[src/rtl/top_level_pkg.sv]
// Package states: shared FSM state type and dithering constants for top_level.
//   state_t   - controller state encoding (also driven onto LED[3:0] and HEX5)
//   Threshold - gray level at or above which a pixel becomes white
//   Weight*   - error-diffusion weights in sixteenths (E, SW, S, SE)
package states;

  typedef enum logic [3:0] {
    S0_IDLE = 4'd0,
    S1_LOAD = 4'd1,
    S2_CC1  = 4'd2,
    S2_CC2  = 4'd3,
    S3_CC1  = 4'd4,
    S3_CC2  = 4'd5,
    S3_CC3  = 4'd6,
    S3_CC4  = 4'd7,
    S4_CC1  = 4'd8,
    S5_DONE = 4'd9
  } state_t;

  localparam logic [7:0] Threshold = 8'd128;

  localparam logic [3:0] WeightE  = 4'd7;
  localparam logic [3:0] WeightSw = 4'd3;
  localparam logic [3:0] WeightS  = 4'd5;
  localparam logic [3:0] WeightSe = 4'd1;

endpackage

[src/rtl/top_level_hex_to_sevenseg.sv]
// hex_to_sevenseg: 4-bit value to active-low seven-segment pattern (bit order g..a).
//   hex - nibble to display
//   seg - segment drives, 0 = lit
// Only compiled when HEX_DISPLAY_EN is defined; the default build has no display logic.
`ifdef HEX_DISPLAY_EN
module hex_to_sevenseg (
  input  logic [3:0] hex,
  output logic [6:0] seg
);

  always_comb begin
    seg = 7'h7F;
    unique case (hex)
      4'h0: seg = 7'h40;
      4'h1: seg = 7'h79;
      4'h2: seg = 7'h24;
      4'h3: seg = 7'h30;
      4'h4: seg = 7'h19;
      4'h5: seg = 7'h12;
      4'h6: seg = 7'h02;
      4'h7: seg = 7'h78;
      4'h8: seg = 7'h00;
      4'h9: seg = 7'h10;
      4'hA: seg = 7'h08;
      4'hB: seg = 7'h03;
      4'hC: seg = 7'h46;
      4'hD: seg = 7'h21;
      4'hE: seg = 7'h06;
      4'hF: seg = 7'h0E;
      default: seg = 7'h7F;
    endcase
  end

endmodule
`endif

[src/rtl/top_level.sv]
// top_level: Floyd-Steinberg dithering accelerator for the MAX10 board.
// Loads an IMAGEX x IMAGEY 8-bit grayscale image from the MCU byte bus, dithers it in place
// to 0x00/0xFF with saturating error diffusion, then streams it back one pixel per cycle.
// Ports:
//   MAX10_CLK1_50     - system clock
//   KEY[1]            - asynchronous active-low reset; KEY[0], SW, SPI_CLK/MOSI/CS unused
//   MCU_TX_RDY        - MCU starts an image transfer (seen in S0_IDLE / S5_DONE only)
//   external_SPI_data - load byte
//   MCU_RX_RDY        - high while in S5_DONE
//   LED               - [3:0] state encoding, rest 0
//   HEX0..HEX5        - active-low 7-seg digits
//   SPI_MISO          - constant 0
//   data_valid        - sram_out_test holds a valid readback pixel
//   state, next_state - current / next controller state
//   sram_out_test     - registered readback pixel
// Optional macro HEX_DISPLAY_EN: HEX1:HEX0 show the current pixel address, HEX5 the state;
// without it every HEX output is blank (7'h7F).
module top_level
  import states::*;
#(
  parameter int CLOCK_SPEED      = 50000000,
  parameter int PIXEL_COUNTER    = 50000000 / CLOCK_SPEED,
  parameter int IMAGEX           = 4,
  parameter int IMAGEY           = 4,
  parameter int IMAGE_SIZE       = IMAGEX * IMAGEY,
  parameter int IMAGEXlog2       = $clog2(IMAGEX),
  parameter int IMAGEYlog2       = $clog2(IMAGEY),
  parameter int IMAGE_ADDR_WIDTH = $clog2(IMAGE_SIZE),
  parameter int RGB_SIZE         = 8,
  parameter int ADJ_PIXELS       = 4
) (
  input  logic                MAX10_CLK1_50,
  input  logic [1:0]          KEY,
  input  logic [9:0]          SW,
  input  logic                SPI_CLK,
  input  logic                SPI_MOSI,
  input  logic                SPI_CS,
  input  logic                MCU_TX_RDY,
  input  logic [RGB_SIZE-1:0] external_SPI_data,
  output logic                MCU_RX_RDY,
  output logic [9:0]          LED,
  output logic [6:0]          HEX0,
  output logic [6:0]          HEX1,
  output logic [6:0]          HEX2,
  output logic [6:0]          HEX3,
  output logic [6:0]          HEX4,
  output logic [6:0]          HEX5,
  output logic                SPI_MISO,
  output logic                data_valid,
  output state_t              state,
  output state_t              next_state,
  output logic [RGB_SIZE-1:0] sram_out_test
);

  localparam logic [IMAGE_ADDR_WIDTH-1:0] LastAddr = IMAGE_ADDR_WIDTH'(IMAGE_SIZE - 1);
  localparam logic [IMAGE_ADDR_WIDTH-1:0] StepX    = IMAGE_ADDR_WIDTH'(IMAGEX);
  localparam logic [IMAGE_ADDR_WIDTH-1:0] AddrOne  = IMAGE_ADDR_WIDTH'(1);
  localparam logic [IMAGEXlog2-1:0]       LastCol  = IMAGEXlog2'(IMAGEX - 1);
  localparam logic [IMAGEXlog2-1:0]       ColOne   = IMAGEXlog2'(1);
  localparam logic [IMAGEYlog2-1:0]       LastRow  = IMAGEYlog2'(IMAGEY - 1);
  localparam logic [IMAGEYlog2-1:0]       RowOne   = IMAGEYlog2'(1);

  logic rst_n;
  assign rst_n = KEY[1];

  logic unused_inputs;
  assign unused_inputs = ^{KEY[0], SW, SPI_CLK, SPI_MOSI, SPI_CS, (ADJ_PIXELS == 4)};

  logic [RGB_SIZE-1:0] mem [IMAGE_SIZE];

  state_t                      state_q, state_d;
  logic [IMAGE_ADDR_WIDTH-1:0] addr_q;
  logic [IMAGEXlog2-1:0]       col_q;
  logic [IMAGEYlog2-1:0]       row_q;
  logic [31:0]                 pc_q;
  logic [RGB_SIZE-1:0]         old_q;
  logic [3:0]                  q_q;
  logic [RGB_SIZE-1:0]         sram_out_q;
  logic                        data_valid_q;

  logic load_tick, last_pixel;
  assign load_tick  = (state_q == S1_LOAD) && (pc_q == 32'(PIXEL_COUNTER - 1));
  assign last_pixel = (addr_q == LastAddr);

  // Quantisation of the pixel read in S2_CC1.
  logic                above;
  logic [RGB_SIZE-1:0] new_pix, err;
  always_comb begin
    above   = (old_q >= Threshold);
    new_pix = above ? '1 : '0;
    err     = above ? ~old_q : old_q;  // |old - new| without a subtractor
  end

  // Single write port: load byte, quantised pixel, or saturated neighbour update.
  logic                        mem_we, nb_en;
  logic [IMAGE_ADDR_WIDTH-1:0] mem_waddr, nb_addr;
  logic [RGB_SIZE-1:0]         mem_wdata, nb_rd, inc, nb_sat;
  logic [3:0]                  weight;
  logic [RGB_SIZE:0]           sum;

  always_comb begin
    mem_we    = 1'b0;
    mem_waddr = addr_q;
    mem_wdata = new_pix;
    nb_addr   = addr_q + AddrOne;
    weight    = '0;
    nb_en     = 1'b0;
    unique case (state_q)
      S1_LOAD: begin
        mem_we    = load_tick;
        mem_wdata = external_SPI_data;
      end
      S2_CC2: mem_we = 1'b1;
      S3_CC1: begin
        nb_addr = addr_q + AddrOne;
        weight  = WeightE;
        nb_en   = (col_q != LastCol);
      end
      S3_CC2: begin
        nb_addr = addr_q + StepX - AddrOne;
        weight  = WeightSw;
        nb_en   = (row_q != LastRow) && (col_q != '0);
      end
      S3_CC3: begin
        nb_addr = addr_q + StepX;
        weight  = WeightS;
        nb_en   = (row_q != LastRow);
      end
      S3_CC4: begin
        nb_addr = addr_q + StepX + AddrOne;
        weight  = WeightSe;
        nb_en   = (row_q != LastRow) && (col_q != LastCol);
      end
      default: ;
    endcase
    nb_rd  = mem[nb_addr];
    inc    = RGB_SIZE'(weight) * RGB_SIZE'(q_q);
    sum    = {1'b0, nb_rd} + {1'b0, inc};
    nb_sat = sum[RGB_SIZE] ? '1 : sum[RGB_SIZE-1:0];
    if (nb_en) begin
      mem_we    = 1'b1;
      mem_waddr = nb_addr;
      mem_wdata = nb_sat;
    end
  end

  // Image storage is intentionally not reset.
  always_ff @(posedge MAX10_CLK1_50) begin
    if (mem_we) mem[mem_waddr] <= mem_wdata;
  end

  // FSM: state register.
  always_ff @(posedge MAX10_CLK1_50 or negedge rst_n) begin
    if (!rst_n) state_q <= S0_IDLE;
    else        state_q <= state_d;
  end

  // FSM: next state. Held at idle while reset is asserted.
  always_comb begin
    state_d = state_q;
    unique case (state_q)
      S0_IDLE: if (MCU_TX_RDY) state_d = S1_LOAD;
      S1_LOAD: if (load_tick && last_pixel) state_d = S2_CC1;
      S2_CC1:  state_d = S2_CC2;
      S2_CC2:  state_d = S3_CC1;
      S3_CC1:  state_d = S3_CC2;
      S3_CC2:  state_d = S3_CC3;
      S3_CC3:  state_d = S3_CC4;
      S3_CC4:  state_d = last_pixel ? S4_CC1 : S2_CC1;
      S4_CC1:  if (last_pixel) state_d = S5_DONE;
      S5_DONE: if (MCU_TX_RDY) state_d = S1_LOAD;
      default: state_d = S0_IDLE;
    endcase
    if (!rst_n) state_d = S0_IDLE;
  end

  // Datapath counters and registers.
  always_ff @(posedge MAX10_CLK1_50 or negedge rst_n) begin
    if (!rst_n) begin
      addr_q       <= '0;
      col_q        <= '0;
      row_q        <= '0;
      pc_q         <= '0;
      old_q        <= '0;
      q_q          <= '0;
      sram_out_q   <= '0;
      data_valid_q <= 1'b0;
    end else begin
      // Registered readback: valid lags the address by one cycle.
      data_valid_q <= (state_q == S4_CC1);
      unique case (state_q)
        S0_IDLE, S5_DONE: begin
          addr_q <= '0;
          col_q  <= '0;
          row_q  <= '0;
          pc_q   <= '0;
        end
        S1_LOAD: begin
          if (load_tick) begin
            pc_q   <= '0;
            addr_q <= last_pixel ? '0 : addr_q + AddrOne;
          end else begin
            pc_q <= pc_q + 32'd1;
          end
        end
        S2_CC1: old_q <= mem[addr_q];
        S2_CC2: q_q <= err[7:4];
        S3_CC4: begin
          if (last_pixel) begin
            addr_q <= '0;
            col_q  <= '0;
            row_q  <= '0;
          end else begin
            addr_q <= addr_q + AddrOne;
            if (col_q == LastCol) begin
              col_q <= '0;
              row_q <= row_q + RowOne;
            end else begin
              col_q <= col_q + ColOne;
            end
          end
        end
        S4_CC1: begin
          sram_out_q <= mem[addr_q];
          addr_q     <= last_pixel ? '0 : addr_q + AddrOne;
        end
        default: ;
      endcase
    end
  end

  // FSM: outputs.
  always_comb begin
    MCU_RX_RDY = (state_q == S5_DONE);
    LED        = {6'b0, state_q};
  end

  assign SPI_MISO      = 1'b0;
  assign data_valid    = data_valid_q;
  assign sram_out_test = sram_out_q;
  assign state         = state_q;
  assign next_state    = state_d;

`ifdef HEX_DISPLAY_EN
  logic [7:0] hex_addr;
  assign hex_addr = 8'(addr_q);

  hex_to_sevenseg u_hex0 (.hex(hex_addr[3:0]), .seg(HEX0));
  hex_to_sevenseg u_hex1 (.hex(hex_addr[7:4]), .seg(HEX1));
  hex_to_sevenseg u_hex5 (.hex(state_q),       .seg(HEX5));
  assign HEX2 = 7'h7F;
  assign HEX3 = 7'h7F;
  assign HEX4 = 7'h7F;
`else
  assign HEX0 = 7'h7F;
  assign HEX1 = 7'h7F;
  assign HEX2 = 7'h7F;
  assign HEX3 = 7'h7F;
  assign HEX4 = 7'h7F;
  assign HEX5 = 7'h7F;
`endif

endmodule

[config.mk]
export PLATFORM = sky130hd
export DESIGN_NAME = top_level
export DESIGN_NICKNAME = d
export VERILOG_FILES = /design/src/rtl/top_level_pkg.sv /design/src/rtl/top_level_hex_to_sevenseg.sv /design/src/rtl/top_level.sv
export SDC_FILE = /design/constraint.sdc
export NUM_CORES = 1
export LEC_CHECK = 0
export BUFFER_PORTS_ARGS = -buffer_cell sky130_fd_sc_hd__buf_4
export CAP_MARGIN = 20
export CORE_ASPECT_RATIO = 1.25
export CORE_MARGIN = 10
export CORE_UTILIZATION = 40
export DETAILED_ROUTE_END_ITERATION = 6
export PLACE_DENSITY = 0.55
export SLEW_MARGIN = 20
export SYNTH_ARGS = -nofsm -noshare
export SYNTH_HDL_FRONTEND = slang
export SYNTH_HIERARCHICAL = 1
export SYNTH_SLANG_ARGS = --single-unit
[constraint.sdc]
create_clock -name MAX10_CLK1_50 -period 7.6 [get_ports MAX10_CLK1_50]
set_input_delay 0.38 -clock MAX10_CLK1_50 [delete_from_list [all_inputs] [get_ports MAX10_CLK1_50]]
set_output_delay 0.38 -clock MAX10_CLK1_50 [all_outputs]
set_load 0.02 [all_outputs]
# Word level (Yosys, flattened, before mapping)
# Memories as Yosys holds them, arrays and structs flattened.
# Cells that the tools add are included.
word_totals:
  register_bits: 65
  ram_bits: 128
  inputBits: 25
  wordCells: 80
  memories: 1
mem_list:
  columns: ["name", "words", "word_bits", "read_ports", "rd_ports_with_merged_regs", "write_ports", "line_no", "rtl"]
  rows:
  - ["mem", 16, 8, 2, 0, 1, "top_level.sv:69", "logic [RGB_SIZE-1:0] mem [IMAGE_SIZE];"]
op_classes:
  n_addsub: 8
  n_mul: 1
  magnitude_cmp: 1
  n_eq_ne: 15
  muxes: 30
  bitwise_logic: 1
  reduce_logical: 14
ops:
  columns: ["operator", "n"]
  rows:
  - ["$pmux W32 S2", 1]
  - ["$mux W8", 5]
  - ["$pmux W4 S9", 1]
  - ["$add A32 B1 Y32 const B", 1]
  - ["$logic_not A32 Y1", 1]
  - ["$mux W32", 1]
  - ["$mux W4", 8]
  - ["$pmux W4 S3", 2]
  - ["$eq A4 B3 Y1 const B", 4]
  - ["$eq A4 B4 Y1 const B", 3]
  - ["$pmux W3 S4", 1]
  - ["$add A8 B8 Y9", 1]
  - ["$add A4 B1 Y4 const B", 2]
  - ["$eq A4 B2 Y1 const B", 2]
  - ["$ge A8 B8 Y1 const B", 1]
  - ["$mul A4 B4 Y8", 1]
  - ["$mux W2", 4]
  - ["$not A8 Y8", 1]
  - ["$pmux W2 S2", 2]
  - ["$ne A2 B2 Y1 const B", 3]
  - ["$reduce_bool A2 Y1", 3]
  - ["$add A2 B1 Y2 const B", 2]
  - ["$add A4 B3 Y4 const B", 1]
  - ["$eq A4 B1 Y1 const B", 1]
  - ["other kinds (11)", 18]

# Logic depth before layout (Yosys ltp)
# An unclocked memory read counts as a cell.
logic_depth:
  word_depth: 7
  depth_mapped: 24
  depth_no_buf: 21

# Worst setup path after synthesis
# OpenSTA, ideal clock, no wires.
synth_path:
  path_kind: "reg-to-reg"
  startpoint: "register addr_q[1]"
  endpoint: "memory mem[0][7], data pin"
  arrival_time_ps: 5570
  setup_slack_ps: 1695
  stages_incl_launch_ff: 22
  n_path_buf: 4
  cell_sequence: "dfrtp_1 buf_2 buf_2 buf_2 clkinv_1 fa_1 xnor2_1 o221ai_1 buf_2 mux4_2 a211oi_1 a31oi_1 fa_1 inv_1 fa_1 nor2b_1 o21ai_0 a21boi_0 or4b_2 o21a_1 nor2_1 mux2i_1"
synth_via:
  elab_chain_cells: 7
synth_lines:
  columns: ["item", "line_no", "rtl"]
  rows:
  - ["start, declared", "top_level.sv:72", "logic [IMAGE_ADDR_WIDTH-1:0] addr_q;"]
  - ["start signal, assigned", "top_level.sv:201", "addr_q <= last_pixel ? '0 : addr_q + AddrOne;"]
  - ["start signal, assigned", "top_level.sv:214", "addr_q <= addr_q + AddrOne;"]
  - ["start signal, assigned", "top_level.sv:225", "addr_q <= last_pixel ? '0 : addr_q + AddrOne;"]
  - ["$add A4 B3 Y4", "top_level.sv:120, top_level.sv:125, top_level.sv:130", null]
  - ["$add A4 B1 Y4 or $sub A4 B1 Y4 (tied branches)", "top_level.sv:130, top_level.sv:120", null]
  - ["$pmux W4 S3 (*)", "top_level.sv:108", "unique case (state_q)"]
  - ["$mem_v2 Z16 W8 (*)", null, null]
  - ["$add A8 B8 Y9 (*)", "top_level.sv:138", "sum = {1'b0, nb_rd} + {1'b0, inc};"]
  - ["$mux W8 (*)", "top_level.sv:139", "nb_sat = sum[RGB_SIZE] ? '1 : sum[RGB_SIZE-1:0];"]
  - ["$mux W8 (*)", "top_level.sv:140", "if (nb_en) begin"]
  - ["net mem_wdata[7]", "top_level.sv:97", "logic [RGB_SIZE-1:0] mem_wdata, nb_rd, inc, nb_sat;"]
  - ["end, declared", "top_level.sv:69", null]
# Mark *: on every way through the listed nets, which the timed path passes. The rest lies on a longest branch.

# Final worst setup path
layout_path:
  startpoint: "register state_q[3] (netlist: state[3])"
  endpoint: "memory mem[15][7], data pin"
layout_via:
  elab_chain_cells: 6
layout_lines:
  columns: ["item", "line_no", "rtl"]
  rows:
  - ["start, declared", "top_level.sv:71", "state_t state_q, state_d;"]
  - ["start signal, assigned", "top_level.sv:155", "else state_q <= state_d;"]
  - ["$eq A4 B3 Y1", "top_level.sv:108", null]
  - ["$pmux W3 S4 or $pmux W4 S3 (tied branches)", "top_level.sv:108", null]
  - ["$mul A4 B4 Y8 or $mem_v2 Z16 W8 (tied branches)", null, null]
  - ["$add A8 B8 Y9", "top_level.sv:138", null]
  - ["$mux W8", "top_level.sv:139", null]
  - ["$mux W8 (*)", "top_level.sv:140", null]
  - ["net mem_wdata[7]", "top_level.sv:97", null]
# Marked as above.

==> summary.txt <==
Clocking
  • Clk sinks: approximately 190
  • Cts hold-fix bufs: 0
  • CTS root buffer: clkbuf_16
  • Postcts setup bufs: 0
  • Htree depth: 4
  • Post-CTS resize count: 0
  • CTS tree: yes
  • CTS Buffer Depth: 2
  • Worst skew pair latency: roughly 0.44 ns
  • CTS clk-pin slew, worst paths: around 0.08 ns
  • CTS Buf Count: 17

Synthesis
  • Count leader, synth: nand2_1
  • Post-synth EDFFs: 128
  • Post-synth top area share: 35.30%
  • Sequential element share of the synthesized area: around half
  • Top post-synthesis cells by count: nand2_1, edfxtp_1, o21ai_0
  • Cell taking the most area after synthesis: edfxtp_1
  • Share of flip-flops with an asynchronous set or reset: 33.68%
  • Syn_area_per_cell: between 10 and 15 µm²
  • Synth Register Bits: 193
  • Largest cells by area after synthesis: edfxtp_1, dfrtp_1, mux4_2, nand2_1, buf_4
  • Mapped Cells: 940
  • Synth Flop Type: edfxtp_1
  • Synthesis Warnings: 6
  • Library cells used by synthesis: 73
  • Mapped cell area: 10,890 µm²

Place
  • GPL Wtd Cong: approximately 0.80
  • Post-DP HPWL: a little under 20,000 µm
  • Port Buffer Count: 32
  • Placed cells: ~1.3k

Route
  • Via Count: 7,396
  • Vias/cell: 5.603
  • # DRC: 0
  • Post-Route WL: ~28,000 µm
  • Routed Antenna Nets: 0
  • Iter 0 DRT Violations: 678
  • Wire per inst: ~21 µm
  • First-pass DRT Iterations: 5

Pwr
  • Worst vdd ir: roughly 0.00017 V
  • Net Sw Frac: about a third
  • Sequential power share: slightly below 40%
  • P_sw: 1.175 mW
  • Pwr dens: 286.5 nW/µm²
  • P_int: around 2.3 mW
  • Comb pwr share: between 30 and 40%
  • Clock power share: 28.3%
  • LEAKAGE: around 4.5 nW

Floorplan
  • Die W: 167.6 µm
  • # IOs: 96
  • Initial Util: about two fifths
  • Row count: between 60 and 70
  • Core Area: approximately 27,000 µm²
  • Die H: about 200 µm
  • Full die area: approximately 34,000 µm²

Setup path
  • Critical path launch point type: flop
  • Crit path kind: reg -> reg
  • Critical Path Start: state[3]
  • CP Max Fanout: 16
  • Reg-to-reg setup timing slack: ~1.0 ns
  • Crit path DAT: around 6.7 ns
  • R2r endpoint: mem[15][7]
  • CP Data Required Time: about 7.7 ns
  • Reg-to-Reg Start: state[3]
  • Worst r2r path cells: 21
  • Critical Path Sink Type: flop

Timing
  • Final Hold Fails: 0
  • Final Slew Violations: 0
  • Max_slew headroom: a little over a quarter
  • # setup viols final: 0
  • Worst Tran Pin Value: 1.096 ns
  • RSZ-0062 raised after global routing: false
  • Clock skew: roughly 0.012 ns
  • Period utilization: 86.37%
  • Min Clock Period, post-route: around 6.6 ns
  • Setup TNS: 0 ns
  • F_max: between 150 and 200 MHz

Global route
  • Largest net degree at the start of global routing: 68
  • First-pass GRT wire length: 43,770 µm
  • Vias in the first global route: around 7.4k
  • Overall Global Routing Usage: between 10% and 20%
  • Gr ovfl total: 0
  • Initial antenna violation count: 0

Final layout
  • Area Overhead vs Synth: 9.802%
  • # fillers: between 2k and 2.5k
  • Diode count: 0
  • Nets@finish: 1,015
  • Share of layout cells above drive strength 1: between 10% and 20%
  • Fin cells: roughly 1.3k

Run
  • Max-cap viol count: 0

Worst hold path
  • HP Class: in -> async

Status
  • Outcome: finished, final reports clean
-- metal layers --
layer  global-route usage, %  share of wire, %  up-vias
met5                       0                 0        -
met4                   4.950               1.4        0
met3                   3.463               5.9       32
met2                   28.51                53      195
met1                   19.68                40     3745
li1                        -                 -     3424
-- power groups by stage --
stage | registers [mW] | clock network (mW) | logic [mW]
final | 1.35 | 0.970 | 1.11
after CTS | 1.35 | 0.990 | 1.11
after global placement | 1.37 | 0 | 1.10
after floorplan | 1.36 | 0 | 0.782
after detailed placement | 1.37 | 0 | 1.10
after global routing | 1.35 | 1.03 | 1.22
-- worst max-delay path by stage --
stage | endpoint
after global routing | mem[8][2]
final | mem[15][7]
after detailed placement | mem[7][5]
after floorplan | mem[0][7]
after global placement | mem[1][5]
after CTS | mem[8][5]
-- through the flow --
step | total power, mW | hold WS (ns) | cell area, µm² | utilization [%] | worst slack [ns]
finish | 3.426 | 0.04044 | 11960 | 44.57 | 1.036
global route | 3.602 | 0.1073 | 11960 | 44.57 | 0.6033
CTS | 3.444 | 0.07452 | 11930 | 44.48 | 0.8876
detailed placement | 2.470 | 0.4714 | 11290 | 42.09 | 0.9193
global placement | 2.463 | 0.4650 | 11290 | 42.09 | 1.030
floorplan | 2.140 | 0.08441 | 11070 | - | 1.695
-- critical path: stages, from the launching register on --
cell and delay, ns:
dfrtp_1 0.37, buf_4 0.18, and2b_1 0.42, nand3_1 0.36
ha_1 0.38, a21o_1 0.18, a21oi_2 0.18, xnor2_1 0.09
a311oi_1 0.35, o221ai_2 0.33, a211oi_1 0.40, a31oi_1 0.18
fa_1 0.59, inv_1 0.07, fa_1 0.46, nor2b_1 0.13
o21ai_0 0.11, a21boi_0 0.33, or4b_2 0.61, o21a_1 0.19
nor2_1 0.11, mux2i_2 0.21
-- kinds of logic (layout without fill, tap and decap cells) --
kind of cell / count (synthesis) / after routing / synth area share (%)
XOR/XNOR: 18 / 18 / 1.620
multiplexers: 78 / 78 / 13.58
adder cells (fa/ha/maj): 28 / 28 / 3.769
other: 2 / 49 / 0.06897
flip-flops: 193 / 193 / 50.24
AND/OR/NAND/NOR: 301 / 301 / 12.60
AO/OA/AOI/OAI: 189 / 189 / 11.12
buffers and inverters: 131 / 119 / 6.998
-- cells in the final DEF (no fill, tap or decap), types with 3 or more instances in the layout --
cell type,Yosys,layout
nand2_1,142,142
edfxtp_1,128,128
o21ai_0,68,68
nor2_1,65,64
dfrtp_1,65,64
buf_4,59,58
mux4_2,55,55
conb_1,2,49
a21oi_1,27,27
inv_1,25,25
nand3_1,22,22
ha_1,20,20
mux2i_1,18,17
clkbuf_16,0,17
and2_1,13,13
o31ai_1,13,13
a211oi_1,13,13
xnor2_1,10,10
a31oi_1,10,10
and3_1,9,9
nor3_1,9,9
nor4_1,8,8
o21ai_1,9,8
fa_1,8,8
nand4_1,7,7
a21o_1,7,7
a311oi_1,7,7
xor2_1,7,7
or3_1,5,5
o211ai_1,4,4
nand2b_1,4,4
o21a_1,4,4
mux2_2,4,4
inv_6,0,4
inv_8,0,4
nor2b_1,3,3
a31o_2,3,3
a22oi_1,3,3
bufinv_16,0,3
-- layout make-up --
class,instances,area [µm²],share of cell area (%)
flip-flops and latches,193,5472,45.76
multi-input cells,663,4861,40.65
repair buffers,59,446.7,3.736
well taps,345,431.7,3.610
clock buffers,17,425.4,3.558
clock inverters,15,215.2,1.800
inverters,28,105.1,0.8790
-- sequential cells by signal, summed over array words and instances (netlist names) --
name           flops
q_q                4
addr_q             4
sram_out_test      8
row_q              2
state              4
pc_q              32
old_q              8
col_q              2
data_valid         1
mem              128
No activity file was read; power rests on OpenSTA's default activity.
